### config.mk
export PLATFORM = sky130hd
export DESIGN_NAME = playback_sequencer
export DESIGN_NICKNAME = d
export VERILOG_FILES = /design/src/rtl/playback_sequencer.sv
export SDC_FILE = /design/constraint.sdc
export NUM_CORES = 1
export LEC_CHECK = 0
export BUFFER_PORTS_ARGS = -buffer_cell sky130_fd_sc_hd__buf_2
export CORE_AREA = 5 5 69 102
export DETAILED_ROUTE_END_ITERATION = 10
export DIE_AREA = 0 0 74 107
export MAX_ROUTING_LAYER = met4
export PLACE_DENSITY = 0.58
export SLEW_MARGIN = 10
export SYNTH_ARGS = -nofsm -noshare
export SYNTH_HDL_FRONTEND = slang
export SYNTH_SLANG_ARGS = --single-unit
### constraint.sdc
create_clock -name CLOCK_50 -period 2.3 [get_ports CLOCK_50]
set_clock_uncertainty 0.1 [all_clocks]
set_input_delay 0.345 -clock CLOCK_50 [delete_from_list [all_inputs] [get_ports CLOCK_50]]
set_output_delay 0.345 -clock CLOCK_50 [all_outputs]
set_load 0.02 [all_outputs]
### src/rtl/playback_sequencer.sv
// Replays a recorded take one step at a time from the record memory.
// Steps are STEP_TICKS long. Read data is sampled RD_LAT cycles into each step.
// The take either loops or ends in DONE. STEP_TICKS must exceed RD_LAT+1.
module playback_sequencer #(
  parameter int unsigned STEP_TICKS = 12500000,
  parameter int unsigned MAX_ADDR   = 128,
  parameter int unsigned RD_LAT     = 2
) (
  input  logic       CLOCK_50,
  input  logic       reset,
  input  logic       play,
  input  logic       stop,
  input  logic       loop,
  input  logic       rec_done,
  input  logic       rec_q,
  output logic [7:0] checkadd,
  output logic       playing,
  output logic       note_out,
  output logic       step_strobe,
  output logic       finished
);

  localparam int CW = (STEP_TICKS > 1) ? $clog2(STEP_TICKS) : 1;
  localparam logic [CW-1:0] LAST_TICK = CW'(STEP_TICKS - 1);
  localparam logic [CW-1:0] READ_TICK = CW'(RD_LAT);
  localparam logic [7:0]    LAST_ADDR = 8'(MAX_ADDR);

  typedef enum logic [1:0] {IDLE, RUN, DONE} state_t;

  state_t        state_q, state_d;
  logic [CW-1:0] cnt_q, cnt_d;
  logic [7:0]    checkadd_q, checkadd_d;
  logic          play_dly_q, play_dly_d;
  logic          note_q, note_d;
  logic          strobe_q, strobe_d;
  logic          playing_q, playing_d;
  logic          finished_q, finished_d;
  logic          start;

  always_comb begin
    state_d    = state_q;
    cnt_d      = cnt_q;
    checkadd_d = checkadd_q;
    note_d     = note_q;
    strobe_d   = 1'b0;
    finished_d = finished_q;
    play_dly_d = play;
    start      = play & ~play_dly_q;

    // Losing rec_done mid-take means the recorder owns the memory port again.
    if (stop || (state_q == RUN && !rec_done)) begin
      state_d    = IDLE;
      cnt_d      = '0;
      checkadd_d = '0;
      note_d     = 1'b0;
      finished_d = 1'b0;
    end else begin
      case (state_q)
        IDLE, DONE: begin
          if (start && rec_done) begin
            state_d    = RUN;
            cnt_d      = '0;
            checkadd_d = '0;
            finished_d = 1'b0;
          end
        end
        RUN: begin
          cnt_d = (cnt_q == LAST_TICK) ? '0 : cnt_q + 1'b1;
          if (cnt_q == READ_TICK) begin
            note_d   = rec_q;
            strobe_d = rec_q;
          end
          if (cnt_q == LAST_TICK) begin
            if (checkadd_q < LAST_ADDR) begin
              checkadd_d = checkadd_q + 8'd1;
            end else if (loop) begin
              checkadd_d = '0;
            end else begin
              state_d    = DONE;
              note_d     = 1'b0;
              finished_d = 1'b1;
            end
          end
        end
        default: state_d = IDLE;
      endcase
    end

    playing_d = (state_d == RUN);
  end

  always_ff @(posedge CLOCK_50 or negedge reset) begin
    if (!reset) begin
      state_q    <= IDLE;
      cnt_q      <= '0;
      checkadd_q <= '0;
      play_dly_q <= 1'b0;
      note_q     <= 1'b0;
      strobe_q   <= 1'b0;
      playing_q  <= 1'b0;
      finished_q <= 1'b0;
    end else begin
      state_q    <= state_d;
      cnt_q      <= cnt_d;
      checkadd_q <= checkadd_d;
      play_dly_q <= play_dly_d;
      note_q     <= note_d;
      strobe_q   <= strobe_d;
      playing_q  <= playing_d;
      finished_q <= finished_d;
    end
  end

  assign checkadd    = checkadd_q;
  assign playing     = playing_q;
  assign note_out    = note_q;
  assign step_strobe = strobe_q;
  assign finished    = finished_q;

endmodule
# Yosys cells after proc, flatten, opt, wreduce, memory -nomap -nowiden

Cells that the tools add are included.

Bits in registers: 39
Input port bits: 7
Output and inout port bits: 12
Word-level logic and storage cells: 65

Add/sub/neg operators: 2
Magnitude comparators: 1
Equality and inequality tests: 10
Multiplexer cells: 31
Bitwise operators: 2
Reduce and logical (&&, ||, !) cells: 11

Operators with widths:

| kind                    | number |
|---|---|
| $mux W24                | 3 |
| $pmux W24 S2            | 1 |
| $mux W8                 | 5 |
| $add A24 B1 Y24 const B | 1 |
| $eq A24 B2 Y1 const B   | 1 |
| $eq A24 B24 Y1 const B  | 1 |
| $pmux W8 S2             | 1 |
| $mux W1                 | 14 |
| $mux W2                 | 5 |
| $add A8 B1 Y8 const B   | 1 |
| $lt A8 B8 Y1 const B    | 1 |
| $ne A3 B3 Y1 const B    | 2 |
| $reduce_and A5 Y1       | 1 |
| $eq A2 B1 Y1 const B    | 2 |
| $ne A4 B2 Y1 const B    | 1 |
| $pmux W2 S2             | 1 |
| $reduce_and A4 Y1       | 1 |
| $ne A3 B1 Y1 const B    | 1 |
| $ne A3 B2 Y1 const B    | 1 |
| $reduce_bool A3 Y1      | 1 |
| $eq A2 B2 Y1 const B    | 1 |
| $logic_and A1 B1 Y1     | 2 |
| $logic_not A2 Y1        | 1 |
| $pmux W1 S2             | 1 |
| 7 further kinds         | 7 |

# Logic depth before layout (Yosys ltp)

Gate-level depths: netlist of the first run.

Depth after elaboration: 7
Mapped depth: 7
Gate-level depth less buffers: 6

# Worst setup path after synthesis of the first run

No wires, ideal clock.

Path type: reg-to-reg
From: register cnt_q[0]
To: register checkadd_q[5], in the netlist checkadd[5]
Library setup time: 69 ps
Data arrival time: 1598 ps
Data required time: 2131 ps
Setup slack: 533 ps
Cell stages (with the launch flop): 7
Buffers on the path: 1
Period minus slack after synthesis: 1767 ps
Cell sequence: dfrtp_1 ha_1 and4_1 buf_4 nand4_2 or4_1 nand3_1

Longest elaborated chain between the ends: 3

RTL lines:

| item                        | line | source |
|---|---|---|
| start: declaration          | 31   | `logic [CW-1:0] cnt_q, cnt_d;` |
| start signal: assignment    | 104  | `cnt_q <= cnt_d;` |
| $eq A24 B24 Y1              | 73   | `if (cnt_q == LAST_TICK) begin` |
| $ne A3 B1 Y1 (no line)      | n/a  |  |
| $reduce_and A4 Y1 (no line) | n/a  |  |
| end signal: assignment      | 105  | `checkadd_q <= checkadd_d;` |
| end: declaration            | 32   | `logic [7:0] checkadd_q, checkadd_d;` |

Every way passes these cells.
A chain may end at the register's enable or synchronous reset.

# Worst setup path after layout of the first run

Ends and elaborated chain as after synthesis.

==> results of run 1 <==
[registers in the layout (all words and copies together) (netlist names)]
| name | count |
|---|---|
| finished | 1 |
| step_strobe | 1 |
| cnt_q | 24 |
| note_out | 1 |
| checkadd | 8 |
| playing | 1 |
| play_dly_q | 1 |
| state_q | 2 |
[worst max-delay path, stage by stage, from the launching register on]
cell and delay [ps]:
dfrtp_1 410, ha_1 200, and4_1 400, nand4_2 270, or4_1 570, nand3_1 100
[how the worst max path moves through the flow]
stage | start | end | slack (ps) | cells after the start
after floorplan | cnt_q[0]$_DFFE_PN0P_ | checkadd[5]$_DFFE_PN0P_ | 530 | 6
after global placement | rec_done | cnt_q[15]$_DFFE_PN0P_ | 200 | 6
after detailed placement | rec_done | cnt_q[15]$_DFFE_PN0P_ | 150 | 6
after CTS | play_dly_q$_DFF_PN0_ | cnt_q[15]$_DFFE_PN0P_ | 200 | 5
after global routing | cnt_q[0]$_DFFE_PN0P_ | checkadd[5]$_DFFE_PN0P_ | 40 | 5
final | cnt_q[0]$_DFFE_PN0P_ | checkadd[5]$_DFFE_PN0P_ | 190 | 5
[report_power, final]
group | total [mW] | switching [mW] | internal [mW]
clock | 0.516 | 0.242 | 0.274
sequential | 0.689 | 0.00152 | 0.688
combinational | 0.0754 | 0.0548 | 0.0206
[metrics by stage]
step,setup slack [ps],total power [mW]
finish,194,1.28
global route,44.0,1.33
CTS,203,1.30
detailed placement,150,0.779
global placement,196,0.779
floorplan,533,0.741
[cell usage in the layout (no fill, tap or decap), types with 2 or more instances in the layout]
cell and count:
o311ai_0 5, nor4_4 2, or4_1 11, a31oi_1 2, buf_2 18, o21a_1 2, nand2_1 18, inv_1 4
dfrtp_1 39, or3_1 9, and4_1 8, nand3_1 13, o311ai_1 2, a21o_1 2, ha_1 3, o2bb2a_1 2
nand4_2 2, clkbuf_8 7, buf_4 11, o211ai_1 7, a21oi_1 8, nor2_1 3, xor2_1 5, nand4_1 11
o21ai_0 11, and3_1 6, nand3b_1 2, nor4_1 9, and2_1 2, nor3_1 4, o31ai_1 13, o21ai_1 2
a22oi_1 15
[synthesized netlist by cell type (4+ instances only)]
library cell | n | area, sq um
nand4_1 | 11 | 68.8
o31ai_1 | 13 | 97.6
buf_2 | 8 | 40.0
a21oi_1 | 8 | 40.0
inv_1 | 4 | 15.0
nand2_1 | 18 | 67.6
nand3_1 | 13 | 65.1
o311ai_0 | 5 | 43.8
o21ai_0 | 11 | 55.1
or4_1 | 11 | 82.6
nor4_1 | 9 | 56.3
xor2_1 | 5 | 43.8
o211ai_1 | 7 | 52.6
and4_1 | 8 | 70.1
clkbuf_1 | 6 | 22.5
or3_1 | 9 | 56.3
nor3_1 | 4 | 20.0
and3_1 | 6 | 37.5
dfrtp_1 | 39 | 976
a22oi_1 | 15 | 113
[layout make-up]
type | count | area [sq um] | area share
Inverter | 4 | 15.0 | 0.00544
Sequential cell | 39 | 976 | 0.353
Multi-Input combinational cell | 196 | 1380 | 0.498
Timing Repair Buffer | 31 | 203 | 0.0734
Clock buffer | 8 | 100 | 0.0362
Tap cell | 74 | 92.6 | 0.0335
[timing repair]
item | 4_1_cts | 5_1_grt
buffers inserted | 0 | 0
hold buffers | 1 | 0
endpoints found under the hold margin | 39 | 0
[per-layer routing]
metal	track usage	share of wire	vias up
li1	-	-	1073
met1	0.231	0.44	1082
met2	0.287	0.51	44
met3	0.0244	0.029	10
met4	0.0622	0.019	0
met5	-	0	-
[cell families (layout without fill, tap and decap cells)]
logic type      count (synthesis)  in the layout  synth area share
buf+inv                        23             43            0.0496
compound gates                 75             75             0.213
xor+xnor                        6              6            0.0212
flops                          39             39             0.395
simple gates                  112            112             0.306
fa+ha+maj                       3              3            0.0152
==> results.py, run 1 <==
metrics = {
    "min_path": {
        "hp-class": "in2reg",
        "worstHoldEndpoint": "play_dly_q$_DFF_PN0_",
        "holdCritStartpoint": "play",
        "holdPathStages": 1,
    },
    "synthesis": {
        "synth_edf_count": 0,
        "avgSynthCellArea_sq_um": 9.59,
        "synthesis.nets": 268,
        "async_flop_share": 1.00,
        "synth-seq-cells": 39,
        "synth_cells": 258,
        "synth_ff_type": "dfrtp_1",
        "synth.cell_area_sq_um": 2470,
        "ys_warn_count": 0,
        "synth_seq_area_share": 0.395,
        "ys_types": 51,
    },
    "cts": {
        "cts_tree": "built",
        "ctsRootBufferMaster": "clkbuf_8",
        "cts.sink_count": 39,
        "cts.path.max_buffers": 2,
        "clock_latency_ps": 290,
        "cts_resized": 0,
        "cts.htree.levels": 2,
        "path_clk_slew_ps": 70,
        "cts_buffers": 5,
    },
    "status": {
        "status": "finished clean",
    },
    "job": {
        "maxCapViolations": 0,
    },
    "power": {
        "peakVddDrop_uv": 298,
        "power.density_nw_per_um2": 464,
        "power.leakage_nw": 1.13,
    },
    "placed_design": {
        "postPlaceCellArea_sq_um": 2650,
        "port_buffers": 18,
        "gp_congestion": 0.887,
        "dp.cells": 343,
        "hpwl_um": 4620,
    },
    "grt": {
        "track_usage": 0.180,
        "antenna_found_initial": 0,
        "grt_max_degree": 40,
        "grt_pass1_wl_um": 10900,
        "grt-ovfl-total": 0,
        "grt_pass1_vias": 2085,
    },
    "layout": {
        "syn2layout_area_growth_pct": 11.6,
        "drive_gt1_frac": 0.176,
        "final_area_sq_um": 2760,
        "utilization": 0.454,
        "fill_cells": 599,
        "diodes": 0,
        "nets": 287,
        "finalNonFillerCells": 352,
    },
    "detailed_routing": {
        "vias_per_cell": 6.28,
        "via_count": 2209,
        "wl_um": 6440,
        "drtPass1Iterations": 4,
        "avgRoutedWirePerCell_um": 18.3,
        "drtAntennaViolNets": 0,
        "drc_errors": 0,
        "drt_iter0_markers": 147,
    },
    "die": {
        "start_util": 0.406,
        "die_w_um": 74,
        "die_y_um": 107,
        "die_area_sq_um": 7920,
        "core-area_sq_um": 6090,
        "ios": 19,
        "row_count": 35,
    },
    "timing": {
        "worst_hold_slack_ps": 91.4,
        "finalSetupTns_ps": 0,
        "rsz0062_at_grt": "false",
        "slew-limit-headroom": 0.518,
        "period_needed_ps": 2110,
        "slew_viol_final": 0,
        "max_freq_mhz": 475,
        "worst_pin_slew_ps": 721,
        "post-route-period-util": 0.916,
        "finalHoldViolCount": 0,
        "setup_viol": 0,
    },
    "setup_path": {
        "r2r_start": "cnt_q[0]$_DFFE_PN0P_",
        "critPathRequiredTime_ps": 2430,
        "regToRegSetupSlack_ps": 190,
        "path_class": "reg2reg",
        "cp_max_fo": 9,
        "reg2regPathDepth": 5,
        "critPathCaptureType": "register",
        "start_kind": "register",
        "cp.arrival_ps": 2230,
        "worst_r2r_endpoint": "checkadd[5]$_DFFE_PN0P_",
    },
}
No activity file was read; power rests on OpenSTA's default activity.
==> run 2, diff against run 1 <==
==> constraint.sdc (replaced) <==
create_clock -name CLOCK_50 -period 2.35 [get_ports CLOCK_50]
set_clock_uncertainty 0.1 [all_clocks]
set_input_delay 0.3525 -clock CLOCK_50 [delete_from_list [all_inputs] [get_ports CLOCK_50]]
set_output_delay 0.3525 -clock CLOCK_50 [all_outputs]
set_load 0.02 [all_outputs]
==> results.py, run 2 (synthesized netlist as in run 1, its figures left out) <==
metrics = {
    "status": {
        "status": "finished clean",
    },
    "power": {
        "p_total_mw": 1.21,
        "power.leakage_nw": 1.11,
        "peakVddDrop_uv": 204,
        "power.density_nw_per_um2": 443,
    },
    "min_path": {
        "hp-class": "in2reg",
    },
    "detailed_routing": {
        "drc_errors": 0,
        "via_count": 2231,
        "wl_um": 6620,
        "drtPass1Iterations": 4,
        "vias_per_cell": 6.36,
        "drt_iter0_markers": 165,
        "drtAntennaViolNets": 0,
        "avgRoutedWirePerCell_um": 18.9,
    },
    "cts": {
        "cts_resized": 0,
        "cts.htree.levels": 2,
        "clock_latency_ps": 300,
        "ctsRootBufferMaster": "clkbuf_8",
        "hold_buffers": 1,
        "cts_tree": "built",
        "cts.path.max_buffers": 2,
        "cts.sink_count": 39,
        "cts_buffers": 5,
        "post_cts_buffers": 0,
        "path_clk_slew_ps": 90,
    },
    "die": {
        "ios": 19,
        "die_area_sq_um": 7920,
        "die_w_um": 74,
        "core-area_sq_um": 6090,
        "die_y_um": 107,
        "start_util": 0.406,
        "row_count": 35,
    },
    "timing": {
        "finalSetupTns_ps": 0,
        "period_needed_ps": 2190,
        "slew_viol_final": 0,
        "rsz0062_at_grt": "false",
        "post-route-period-util": 0.932,
        "finalHoldViolCount": 0,
        "slew-limit-headroom": 0.529,
        "max_freq_mhz": 457,
        "setup_viol": 0,
        "worst_pin_slew_ps": 704,
    },
    "grt": {
        "grt_max_degree": 40,
        "grt-ovfl-total": 0,
        "antenna_found_initial": 0,
        "grt_pass1_wl_um": 11200,
        "track_usage": 0.186,
        "grt_pass1_vias": 2179,
    },
    "placed_design": {
        "hpwl_um": 4710,
        "gp_congestion": 0.885,
        "port_buffers": 18,
    },
    "setup_path": {
        "r2r_start": "state_q[0]$_DFF_PN0_",
        "critPathRequiredTime_ps": 2460,
        "start_kind": "register",
        "regToRegSetupSlack_ps": 160,
        "cp.arrival_ps": 2300,
        "worstSetupStartpoint": "state_q[0]$_DFF_PN0_",
        "critPathCaptureType": "register",
        "crit_end": "cnt_q[15]$_DFFE_PN0P_",
        "cp_max_fo": 12,
        "path_class": "reg2reg",
        "reg2regPathDepth": 5,
        "worst_r2r_endpoint": "cnt_q[15]$_DFFE_PN0P_",
    },
    "layout": {
        "diodes": 0,
        "largest_reg_flops": 24,
        "drive_gt1_frac": 0.177,
        "syn2layout_area_growth_pct": 10.9,
        "layout_commonest_cell": "dfrtp_1",
        "nets": 286,
        "final_cell_mix": "dfrtp_1 (39), nand2_1 (18), buf_2 (18)",
        "max_flop_register": "cnt_q",
    },
    "job": {
        "maxCapViolations": 0,
    },
}
==> run 2: cell count changes in the layout (fill, tap and decap cells not counted), sizes merged <==
cell / change
buf: -1
clkbuf: -3
clkinv: +1
clkinvlp: +2
==> run 2: area by class of cell <==
type | count | area [sq um]
fillers | 594 | 3340
multi-input cells | 196 | 1380
flip-flops and latches | 39 | 976
repair buffers | 30 | 195
well taps | 74 | 92.6
clock buffers | 5 | 68.8
clock inverters | 3 | 20.0
inverters | 4 | 15.0
==> run 2: worst min path at each step <==
| stage | start | to | slack (ps) | cells past startpoint |
|---|---|---|---|---|
| 4_1_cts | play | play_dly_q$_DFF_PN0_ | 70 | 1 |
| 2_1_floorplan | reset | checkadd[0]$_DFFE_PN0P_ | -40 | 0 |
| 3_5_place_dp | reset | play_dly_q$_DFF_PN0_ | 240 | 2 |
| 3_3_place_gp | reset | play_dly_q$_DFF_PN0_ | 240 | 2 |
| 5_1_grt | play | play_dly_q$_DFF_PN0_ | 70 | 1 |
| 6_report | play | play_dly_q$_DFF_PN0_ | 80 | 1 |
==> run 2: metal layers <==
layer / track usage / share of wire / up-vias
met2: 0.305 / 0.52 / 49
met4: 0.0790 / 0.032 / 0
li1: - / - / 1077
met3: 0.0263 / 0.023 / 14
met1: 0.224 / 0.42 / 1091
met5: - / 0 / -
==> run 2: per-stage QoR <==
stage          instances  hold WS (ps)   util  instance area [sq um]  setup WS (ps)
6_report             351          84.3  0.451                   2740            160
5_1_grt              351          74.8  0.451                   2740           33.3
4_1_cts              351          74.3  0.451                   2740            181
3_5_place_dp         342           242  0.434                   2640            181
3_3_place_gp         342           242  0.434                   2640            227
2_1_floorplan        258         -43.1      -                   2470            583
==> run 2: critical path, stage by stage, from the launching register on <==
cell and delay (ps):
dfrtp_1 430, and4bb_1 600, o311ai_1 140, buf_4 200, or4_1 460, a22oi_1 160
==> run 2: power by group <==
part | total, mW | internal (mW) | switching, mW
registers | 0.675 | 0.673 | 0.00211
clock network | 0.466 | 0.207 | 0.260
logic | 0.0725 | 0.0193 | 0.0531
==> run 3, diff against run 2 <==
--- a/config.mk
+++ b/config.mk
@@ -9,6 +9,7 @@
 export CORE_AREA = 5 5 69 102
 export DETAILED_ROUTE_END_ITERATION = 10
 export DIE_AREA = 0 0 74 107
+export GPL_TIMING_DRIVEN = 0
 export MAX_ROUTING_LAYER = met4
 export PLACE_DENSITY = 0.58
 export SLEW_MARGIN = 10
==> results.py, run 3 (synthesized netlist as in run 1, its figures left out) <==
metrics = {
    "grt": {
        "grt_pass1_wl_um": 11800,
        "grt_max_degree": 40,
        "track_usage": 0.195,
        "grt_pass1_vias": 2297,
        "antenna_found_initial": 0,
        "grt-ovfl-total": 0,
    },
    "timing": {
        "max_freq_mhz": 459,
        "finalSetupTns_ps": 0,
        "setup_viol": 0,
        "worst_pin_slew_ps": 913,
        "post-route-period-util": 0.928,
        "rsz0062_at_grt": "false",
        "finalHoldViolCount": 0,
        "period_needed_ps": 2180,
        "slew_viol_final": 0,
        "slew-limit-headroom": 0.391,
    },
    "power": {
        "p_comb_frac": 0.060,
        "internal_power_mw": 0.899,
        "power.density_nw_per_um2": 439,
        "p_sw_mw": 0.302,
        "clockPowerShare": 0.377,
        "p_total_mw": 1.20,
        "power.leakage_nw": 1.12,
        "p_seq_frac": 0.562,
        "peakVddDrop_uv": 272,
        "sw_frac_of_total": 0.251,
    },
    "setup_path": {
        "cp.arrival_ps": 2230,
        "start_kind": "register",
        "r2r_start": "cnt_q[16]$_DFFE_PN0P_",
        "worst_r2r_endpoint": "cnt_q[20]$_DFFE_PN0P_",
        "critPathCaptureType": "register",
        "critPathRequiredTime_ps": 2390,
        "regToRegSetupSlack_ps": 170,
        "cp_max_fo": 10,
        "reg2regPathDepth": 5,
        "path_class": "reg2reg",
    },
    "die": {
        "ios": 19,
        "die_y_um": 107,
        "row_count": 35,
        "core-area_sq_um": 6090,
        "die_area_sq_um": 7920,
        "start_util": 0.406,
        "die_w_um": 74,
    },
    "detailed_routing": {
        "drtPass1Iterations": 4,
        "wl_um": 6740,
        "vias_per_cell": 6.27,
        "via_count": 2240,
        "drtAntennaViolNets": 0,
        "drt_iter0_markers": 118,
        "drc_errors": 0,
        "avgRoutedWirePerCell_um": 18.9,
    },
    "cts": {
        "ctsRootBufferMaster": "clkbuf_8",
        "post_cts_buffers": 0,
        "cts_buffers": 5,
        "path_clk_slew_ps": 80,
        "cts.sink_count": 39,
        "cts_tree": "built",
        "hold_buffers": 0,
        "cts.path.max_buffers": 2,
        "cts.htree.levels": 2,
        "clock_latency_ps": 300,
    },
    "layout": {
        "largest_reg_flops": 24,
        "layout_commonest_cell": "dfrtp_1",
        "diodes": 0,
        "nets": 292,
        "max_flop_register": "cnt_q",
        "final_cell_mix": "dfrtp_1 (39), buf_2 (25), nand2_1 (18)",
        "syn2layout_area_growth_pct": 10.6,
        "fill_cells": 621,
        "drive_gt1_frac": 0.173,
    },
    "status": {
        "status": "finished clean",
    },
    "placed_design": {
        "hpwl_um": 4930,
        "gp_congestion": 0.854,
        "port_buffers": 17,
    },
    "job": {
        "maxCapViolations": 0,
    },
    "min_path": {
        "hp-class": "in2async",
    },
}
run 3: power by group through the flow:
| stage | clock [mW] | sequential, mW | combinational (mW) |
|---|---|---|---|
| global placement | 0 | 0.688 | 0.0747 |
| detailed placement | 0 | 0.688 | 0.0744 |
| CTS | 0.464 | 0.675 | 0.0741 |
| floorplan | 0 | 0.689 | 0.0361 |
| global route | 0.499 | 0.676 | 0.0821 |
| finish | 0.453 | 0.675 | 0.0723 |
run 3: worst max-delay path by stage:
| stage | cells after the start | start | to | slack [ps] |
|---|---|---|---|---|
| finish | 5 | cnt_q[16]$_DFFE_PN0P_ | cnt_q[20]$_DFFE_PN0P_ | 170 |
| CTS | 5 | cnt_q[16]$_DFFE_PN0P_ | cnt_q[12]$_DFFE_PN0P_ | 40 |
| global route | 5 | cnt_q[16]$_DFFE_PN0P_ | cnt_q[21]$_DFFE_PN0P_ | 30 |
| global placement | 5 | cnt_q[16]$_DFFE_PN0P_ | cnt_q[9]$_DFFE_PN0P_ | 60 |
| detailed placement | 5 | cnt_q[16]$_DFFE_PN0P_ | cnt_q[19]$_DFFE_PN0P_ | 50 |
| floorplan | 6 | cnt_q[0]$_DFFE_PN0P_ | checkadd[5]$_DFFE_PN0P_ | 580 |
run 3: per-layer routing:
layer,vias up,part of all wire,track usage
met3,11,0.019,0.0253
li1,1086,-,-
met1,1107,0.43,0.234
met5,-,0,-
met4,0,0.020,0.0751
met2,36,0.53,0.326
run 3: layout make-up:
class	instances	area (sq um)	share of cell area
Tap cell	74	92.6	0.0338
Buffer	19	108	0.0393
Multi-Input combinational cell	196	1380	0.504
Clock inverter	1	5.00	0.00183
Inverter	4	15.0	0.00549
Timing Repair Buffer	17	85.1	0.0311
Sequential cell	39	976	0.357
Clock buffer	7	76.3	0.0279
run 3: what timing repair did:
item,4_1_cts,5_1_grt
gates resized for setup,0,1
hold endpoints to repair,0,0
endpoints found under the setup margin,0,20
run 3: through the flow:
step                       util  worst slack (ps)  hold slack [ps]  std cells  area [sq um]
after global routing      0.450              28.3             76.5        357          2740
after detailed placement  0.436              54.1              379        349          2650
after CTS                 0.449              36.0             74.9        357          2730
after global placement    0.436              58.1              372        349          2650
after floorplan               -               583            -43.1        258          2470
final                     0.450               170             84.3        357          2740
run 3: critical path: stages (launching register included):
cell	delay (ps)
dfrtp_1	490
nor4_4	440
nand4_2	230
o21ai_2	330
buf_2	310
a22oi_1	120
